`src/rtl/decode_buffer_pkg.sv`:
```
// rtl/decode_buffer_pkg.sv - rv32i_types: opcode/funct3 enums and decoded-instruction record
package rv32i_types;

    typedef enum logic [6:0] {
        OP_LOAD   = 7'b0000011,
        OP_FENCE  = 7'b0001111,
        OP_IMM    = 7'b0010011,
        OP_AUIPC  = 7'b0010111,
        OP_STORE  = 7'b0100011,
        OP_REG    = 7'b0110011,
        OP_LUI    = 7'b0110111,
        OP_BR     = 7'b1100011,
        OP_JALR   = 7'b1100111,
        OP_JAL    = 7'b1101111,
        OP_SYSTEM = 7'b1110011
    } opcode_e;

    typedef enum logic [2:0] {
        F3_BEQ  = 3'd0, F3_BNE  = 3'd1, F3_BLT  = 3'd4,
        F3_BGE  = 3'd5, F3_BLTU = 3'd6, F3_BGEU = 3'd7
    } branch_funct3_e;

    typedef enum logic [2:0] {
        F3_LB = 3'd0, F3_LH = 3'd1, F3_LW = 3'd2, F3_LBU = 3'd4, F3_LHU = 3'd5
    } load_funct3_e;

    typedef enum logic [2:0] {
        F3_SB = 3'd0, F3_SH = 3'd1, F3_SW = 3'd2
    } store_funct3_e;

    typedef enum logic [2:0] {
        F3_ADD = 3'd0, F3_SLL = 3'd1, F3_SLT = 3'd2, F3_SLTU = 3'd3,
        F3_XOR = 3'd4, F3_SR  = 3'd5, F3_OR  = 3'd6, F3_AND  = 3'd7
    } arith_funct3_e;

    typedef struct packed {
        logic [31:0] pc;
        logic [31:0] inst;
        opcode_e     opcode;
        logic [2:0]  funct3;
        logic [6:0]  funct7;
        logic [4:0]  rs1_s;
        logic [4:0]  rs2_s;
        logic [4:0]  rd_s;
        logic [31:0] imm;
        logic        regf_we;
        logic        illegal;
    } dec_inst_t;

    function automatic logic is_rv32i_opcode(input logic [6:0] op);
        case (op)
            OP_LOAD, OP_FENCE, OP_IMM, OP_AUIPC, OP_STORE, OP_REG,
            OP_LUI, OP_BR, OP_JALR, OP_JAL, OP_SYSTEM: return 1'b1;
            default:                                   return 1'b0;
        endcase
    endfunction

endpackage

```
`src/rtl/decode_buffer_if.sv`:
```
// rtl/decode_buffer_if.sv - fetch-side and rename-side handshakes of the decode buffer
interface decode_buffer_if;
    import rv32i_types::*;

    logic        in_valid;
    logic        in_ready;
    logic [31:0] in_pc;
    logic [31:0] in_inst;
    logic        out_valid;
    logic        out_ready;
    dec_inst_t   out_dec;

    modport master (
        output in_valid, in_pc, in_inst, out_ready,
        input  in_ready, out_valid, out_dec
    );

    modport slave (
        input  in_valid, in_pc, in_inst, out_ready,
        output in_ready, out_valid, out_dec
    );
endinterface

```
`src/rtl/rv32i_decoder.sv`:
```
// rtl/rv32i_decoder.sv - combinational RV32I field extraction and immediate selection
module rv32i_decoder
    import rv32i_types::*;
(
    input  logic [31:0] pc,
    input  logic [31:0] inst,
    output dec_inst_t   dec
);

    logic [31:0] i_imm, s_imm, b_imm, u_imm, j_imm;
    logic        legal;

    assign i_imm = {{20{inst[31]}}, inst[31:20]};
    assign s_imm = {{20{inst[31]}}, inst[31:25], inst[11:7]};
    assign b_imm = {{19{inst[31]}}, inst[31], inst[7], inst[30:25], inst[11:8], 1'b0};
    assign u_imm = {inst[31:12], 12'b0};
    assign j_imm = {{11{inst[31]}}, inst[31], inst[19:12], inst[20], inst[30:21], 1'b0};
    assign legal = is_rv32i_opcode(inst[6:0]);

    always_comb begin
        dec         = '0;
        dec.pc      = pc;
        dec.inst    = inst;
        dec.opcode  = opcode_e'(inst[6:0]);
        dec.funct3  = inst[14:12];
        dec.funct7  = inst[31:25];
        dec.rs1_s   = inst[19:15];
        dec.rs2_s   = inst[24:20];
        dec.rd_s    = inst[11:7];
        dec.illegal = !legal;

        case (inst[6:0])
            OP_LUI, OP_AUIPC:       dec.imm = u_imm;
            OP_JAL:                 dec.imm = j_imm;
            OP_JALR, OP_LOAD, OP_IMM: dec.imm = i_imm;
            OP_BR:                  dec.imm = b_imm;
            OP_STORE:               dec.imm = s_imm;
            default:                dec.imm = '0;
        endcase

        // These formats reuse bits 24:20 as immediate, not a second source
        case (inst[6:0])
            OP_LUI, OP_AUIPC, OP_JAL, OP_JALR, OP_LOAD, OP_IMM: dec.rs2_s = '0;
            default: ;
        endcase

        dec.regf_we = legal && (inst[6:0] != OP_BR) && (inst[6:0] != OP_STORE)
                      && (inst[11:7] != 5'd0);
    end

endmodule

```
`src/rtl/decode_buffer.sv`:
```
// rtl/decode_buffer.sv - fetch-to-rename instruction FIFO with decode at head; DECODE_BUF_BYPASS_EN enables empty-buffer bypass
module decode_buffer
    import rv32i_types::*;
#(
    parameter int DEPTH = 8,
    parameter int CNT_W = $clog2(DEPTH) + 1
) (
    input  logic             clk,
    input  logic             rst,
    input  logic             flush,
    decode_buffer_if.slave   bus,
    output logic [CNT_W-1:0] count
);

    localparam int PTR_W = $clog2(DEPTH);

    logic [PTR_W-1:0] head, tail;
    logic [31:0]      pc_mem   [DEPTH];
    logic [31:0]      inst_mem [DEPTH];
    logic             full, empty, bypass, push, pop;
    logic [31:0]      dec_pc, dec_inst;

    assign full  = (count == CNT_W'(DEPTH));
    assign empty = (count == '0);

`ifdef DECODE_BUF_BYPASS_EN
    assign bypass   = empty && bus.in_valid && !flush;
    assign dec_pc   = bypass ? bus.in_pc   : pc_mem[head];
    assign dec_inst = bypass ? bus.in_inst : inst_mem[head];
`else
    assign bypass   = 1'b0;
    assign dec_pc   = pc_mem[head];
    assign dec_inst = inst_mem[head];
`endif

    assign bus.in_ready  = !full;
    assign bus.out_valid = (!empty && !flush) || bypass;

    // A bypassed instruction consumed the same cycle never touches storage
    assign push = bus.in_valid && !full && !flush && !(bypass && bus.out_ready);
    assign pop  = !empty && !flush && bus.out_ready;

    always_ff @(posedge clk) begin
        if (rst || flush) begin
            count <= '0;
            head  <= '0;
            tail  <= '0;
        end else begin
            if (push) tail <= tail + PTR_W'(1);
            if (pop)  head <= head + PTR_W'(1);
            case ({push, pop})
                2'b10:   count <= count + CNT_W'(1);
                2'b01:   count <= count - CNT_W'(1);
                default: count <= count;
            endcase
        end
    end

    always_ff @(posedge clk) begin
        if (push && !rst) begin
            pc_mem[tail]   <= bus.in_pc;
            inst_mem[tail] <= bus.in_inst;
        end
    end

    rv32i_decoder u_decoder (
        .pc   (dec_pc),
        .inst (dec_inst),
        .dec  (bus.out_dec)
    );

endmodule

```
`src/flat_wrapper.sv`:
```
// flat-port wrapper written by rule: the top's interface ports become plain ports
module decode_buffer_flat import rv32i_types::*;
#(
    parameter int DEPTH = 8,
    parameter int CNT_W = $clog2(DEPTH) + 1
)
  (clk, rst, flush, count, bus_in_valid, bus_in_pc, bus_in_inst, bus_out_ready, bus_in_ready, bus_out_valid, bus_out_dec);
  decode_buffer_if bus_i ();
  input  logic clk;
  input  logic rst;
  input  logic flush;
  output logic [CNT_W-1:0] count;
  input wire logic [$bits(bus_i.in_valid)-1:0] bus_in_valid;
  input wire logic [$bits(bus_i.in_pc)-1:0] bus_in_pc;
  input wire logic [$bits(bus_i.in_inst)-1:0] bus_in_inst;
  input wire logic [$bits(bus_i.out_ready)-1:0] bus_out_ready;
  output wire logic [$bits(bus_i.in_ready)-1:0] bus_in_ready;
  output wire logic [$bits(bus_i.out_valid)-1:0] bus_out_valid;
  output wire logic [$bits(bus_i.out_dec)-1:0] bus_out_dec;
  assign bus_i.in_valid = bus_in_valid;
  assign bus_i.in_pc = bus_in_pc;
  assign bus_i.in_inst = bus_in_inst;
  assign bus_i.out_ready = bus_out_ready;
  assign bus_in_ready = bus_i.in_ready;
  assign bus_out_valid = bus_i.out_valid;
  assign bus_out_dec = bus_i.out_dec;
  decode_buffer #(.DEPTH(DEPTH), .CNT_W(CNT_W)) u_core (.clk(clk), .rst(rst), .flush(flush), .bus(bus_i), .count(count));
endmodule
```
`config.mk`:
```
export PLATFORM = sky130hd
export DESIGN_NAME = decode_buffer_flat
export DESIGN_NICKNAME = d
export VERILOG_FILES = /design/src/rtl/decode_buffer_pkg.sv /design/src/rtl/decode_buffer_if.sv /design/src/rtl/rv32i_decoder.sv /design/src/rtl/decode_buffer.sv /design/src/flat_wrapper.sv
export SDC_FILE = /design/constraint.sdc
export NUM_CORES = 1
export LEC_CHECK = 0
export CORE_MARGIN = 8
export CORE_UTILIZATION = 30
export DETAILED_ROUTE_END_ITERATION = 7
export HOLD_SLACK_MARGIN = 0.03
export PLACE_DENSITY_LB_ADDON = 0.12
export SKIP_CTS_REPAIR_TIMING = 1
export SYNTH_ARGS = -nofsm -noshare
export SYNTH_HDL_FRONTEND = slang
export SYNTH_SLANG_ARGS = --single-unit
```
`constraint.sdc`:
```
create_clock -name clk -period 9.55 [get_ports clk]
set_clock_uncertainty 0.15 [all_clocks]
set_input_delay 1.91 -clock clk [delete_from_list [all_inputs] [get_ports clk]]
set_output_delay 1.91 -clock clk [all_outputs]
set_load 0.02 [all_outputs]
```
==> results.toml <==
[synth]
yosysTopAreaCellShare_pct = 74.13
yosysTopAreaCell = "edfxtp_1"
yosys-top-cells-area = "edfxtp_1 (74%), mux4_2 (14%), mux2_2 (2.7%), dfxtp_1 (1.3%), buf_4 (1.0%)"
synthArstFlopShare_pct = 0
synth_area_sq_mm = 0.02074
syn-instance-count = 954
synth_cell_types = 51
avgSynthCellArea_sq_um = 21.74
synth-edff-count = 512
synth_flop_cell = "edfxtp_1"
ys_warn_count = 0
yosysSeqAreaShare_pct = 75.39
synth_nets = 1029
ys_ff_latch = 525

[global_route]
grt.total_usage_pct = 13.11
grt-ovfl-total = 0
grt_pass1_vias = 10960
grt_pass1_wl_microns = 75840
grt_antenna_before_repair = 5
grt_max_degree = 64

[cts]
cts_root_buffer = "clkbuf_16"
cts_buffers = 59
htree_levels = 2
cts.sink_count = 525
clk_path_buf_depth = 3
cts_tree = "built"
path_clk_slew_ns = 0.06
clkLatencyLatePin_ns = 0.60

[place]
portBuffers = 204
place_inst = 1994
dpl_cell_area_sq_mm = 0.02370
gp_congestion = 0.7136
dpl.hpwl_microns = 30180

[hold_path]
hold_path.class = "reg -> reg"

[setup_path]
crit_path_top_delay_cell = "buf_4"
end_kind = "output port"
cp_cell_sequence = "buf_4 > mux2i_4 > inv_2 > nor2_1 > a21oi_4 > o22ai_1 > clkdlybuf4s50_1"
critical_path_class = "reg -> out"
worst-path-max-fanout = 54
arrival_ns = 4.30
crit_required_ns = 7.49
worstSetupStartpointType = "flip-flop"
worst-path-buf-inv = 3
crit_family = "buffers and inverters"
cp_slowest_stage_delay_ns = 0.77

[routing]
routedWlPerCell_microns = 24.60
dr.first_iter.drc_count = 621
drt-pass1-iter-count = 4
ant_nets = 0
drc = 0
viasPerCell = 4.740
wirelength_microns = 51760
vias = 9974

[sta]
timing.fmax_ghz = 0.1573
hold_viol = 0
rsz0062_at_grt = "false"
setup-violations-final = 0
fin_setup_tns_ns = 0
finalMaxSlewViolations = 0
worstMarginPinSlew_ns = 1.084
slew_headroom_pct = 25.69
fin_crit_sh_pct = 66.58
min_period_ns = 6.358

[die]
die_x_microns = 278.9
start_util_pct = 30.29
die_h_microns = 278.9
pin_count = 205
coreArea_sq_mm = 0.06847
dieArea_sq_mm = 0.07780
rows = 96

[finish]
regArea_sq_mm = 0.01565
nNetsFinal = 1248
syn_to_final_growth_pct = 23.37
layoutNonFillerInstCount = 2104
nFillCells = 6287
design_area_sq_mm = 0.02559
mostFrequentLayoutCell = "edfxtp_1"
final_cell_mix = "edfxtp_1 (512), clkdlybuf4s50_1 (204), mux4_2 (127), clkbuf_16 (60), mux2_2 (49)"
utilization_pct = 37.37
multi_input_area_sq_mm = 0.004661
drive_above_1_share_pct = 25.78

[power_and_ir_drop]
power_leakage_uw = 0.007768
power_density_mw_per_mm2 = 191.1
irDropWorstVdd_uv = 131.4

[run_status]
status = "complete, no violations"

[flow_run]
drv_cap = 0
metrics by stage:
stage / hold WS, ns / setup slack [ns] / power, uW
global placement: 0.3732 / 3.792 / 2758
global route: 0.4274 / 2.904 / 5055
detailed placement: 0.3762 / 3.744 / 2760
floorplan: 0.3347 / 1.889 / 2661
finish: 0.3829 / 3.192 / 4889
CTS: 0.3859 / 3.089 / 4962
flip-flops by register name, indices dropped and copies added, names as in the netlist, named ones only:
| register | count |
|---|---|
| u_core.inst_mem | 256 |
| u_core.head | 3 |
| u_core.count | 4 |
| u_core.tail | 3 |
| u_core.pc_mem | 256 |
metal layers:
metal / GRT usage (%) / part of all wire [%] / wire, microns / up-vias
li1: - / - / - / 4379
met1: 16.29 / 42 / 21840 / 5316
met3: 3.064 / 4.8 / 2485 / 78
met4: 3.489 / 2.1 / 1109 / 4
met5: 0 / 0.043 / 22 / -
met2: 22.85 / 51 / 26300 / 197
where the power goes:
group	internal [uW]	switching (uW)
clock network	1280	900
logic	72.0	92.4
registers	2540	3.73
logic make-up (layout without fill, tap and decap cells):
group | count (synthesis) | after routing | share of synthesized area (%)
AND/OR/NAND/NOR | 80 | 80 | 2.111
multiplexers | 196 | 196 | 17.72
flip-flops | 525 | 525 | 75.39
buffers and inverters | 90 | 354 | 2.407
other | 0 | 4 | 0
XOR/XNOR | 7 | 7 | 0.2956
AO/OA/AOI/OAI | 50 | 50 | 1.683
adder cells (fa/ha/maj) | 6 | 6 | 0.3982
final timing paths:
| kind | depth (start not counted) | start | slack (ns) | to |
|---|---|---|---|---|
| max | 7 | flip-flop | 3.19 | bus_out_dec[22] |
| min | 2 | u_core.count[3] | 0.38 | u_core.count[3] |
| max reg2reg | 6 | u_core.count[0] | 6.02 | u_core.inst_mem[2][20] |
| min reg2reg | 2 | u_core.count[3] | 0.38 | u_core.count[3] |
final cells by class:
| type | instances | area share [%] |
|---|---|---|
| Multi-Input combinational cell | 339 | 18.22 |
| Clock buffer | 71 | 6.029 |
| Inverter | 21 | 0.3081 |
| Antenna cell | 4 | 0.03912 |
| Timing Repair Buffer | 227 | 8.655 |
| Sequential cell | 525 | 61.15 |
| Clock inverter | 35 | 1.291 |
| Tap cell | 882 | 4.313 |
synthesized netlist by cell type, drive strengths merged, types with 4 or more instances:
cell,n
nand2,20
nor4,4
o22ai,11
nor2,25
ha,5
a21oi,11
nor3,9
mux4,127
dfxtp,13
buf,58
inv,21
edfxtp,512
o2bb2ai,4
o31ai,8
nor3b,5
xor2,5
o21ai,7
mux2i,20
mux2,49
clkbuf,11
tightest hold or removal path: stages, from the launching register on:
cell and delay (ns):
dfxtp_1 0.34, o21ai_0 0.08, a21oi_1 0.06
Power figures use the tool's default switching activity.
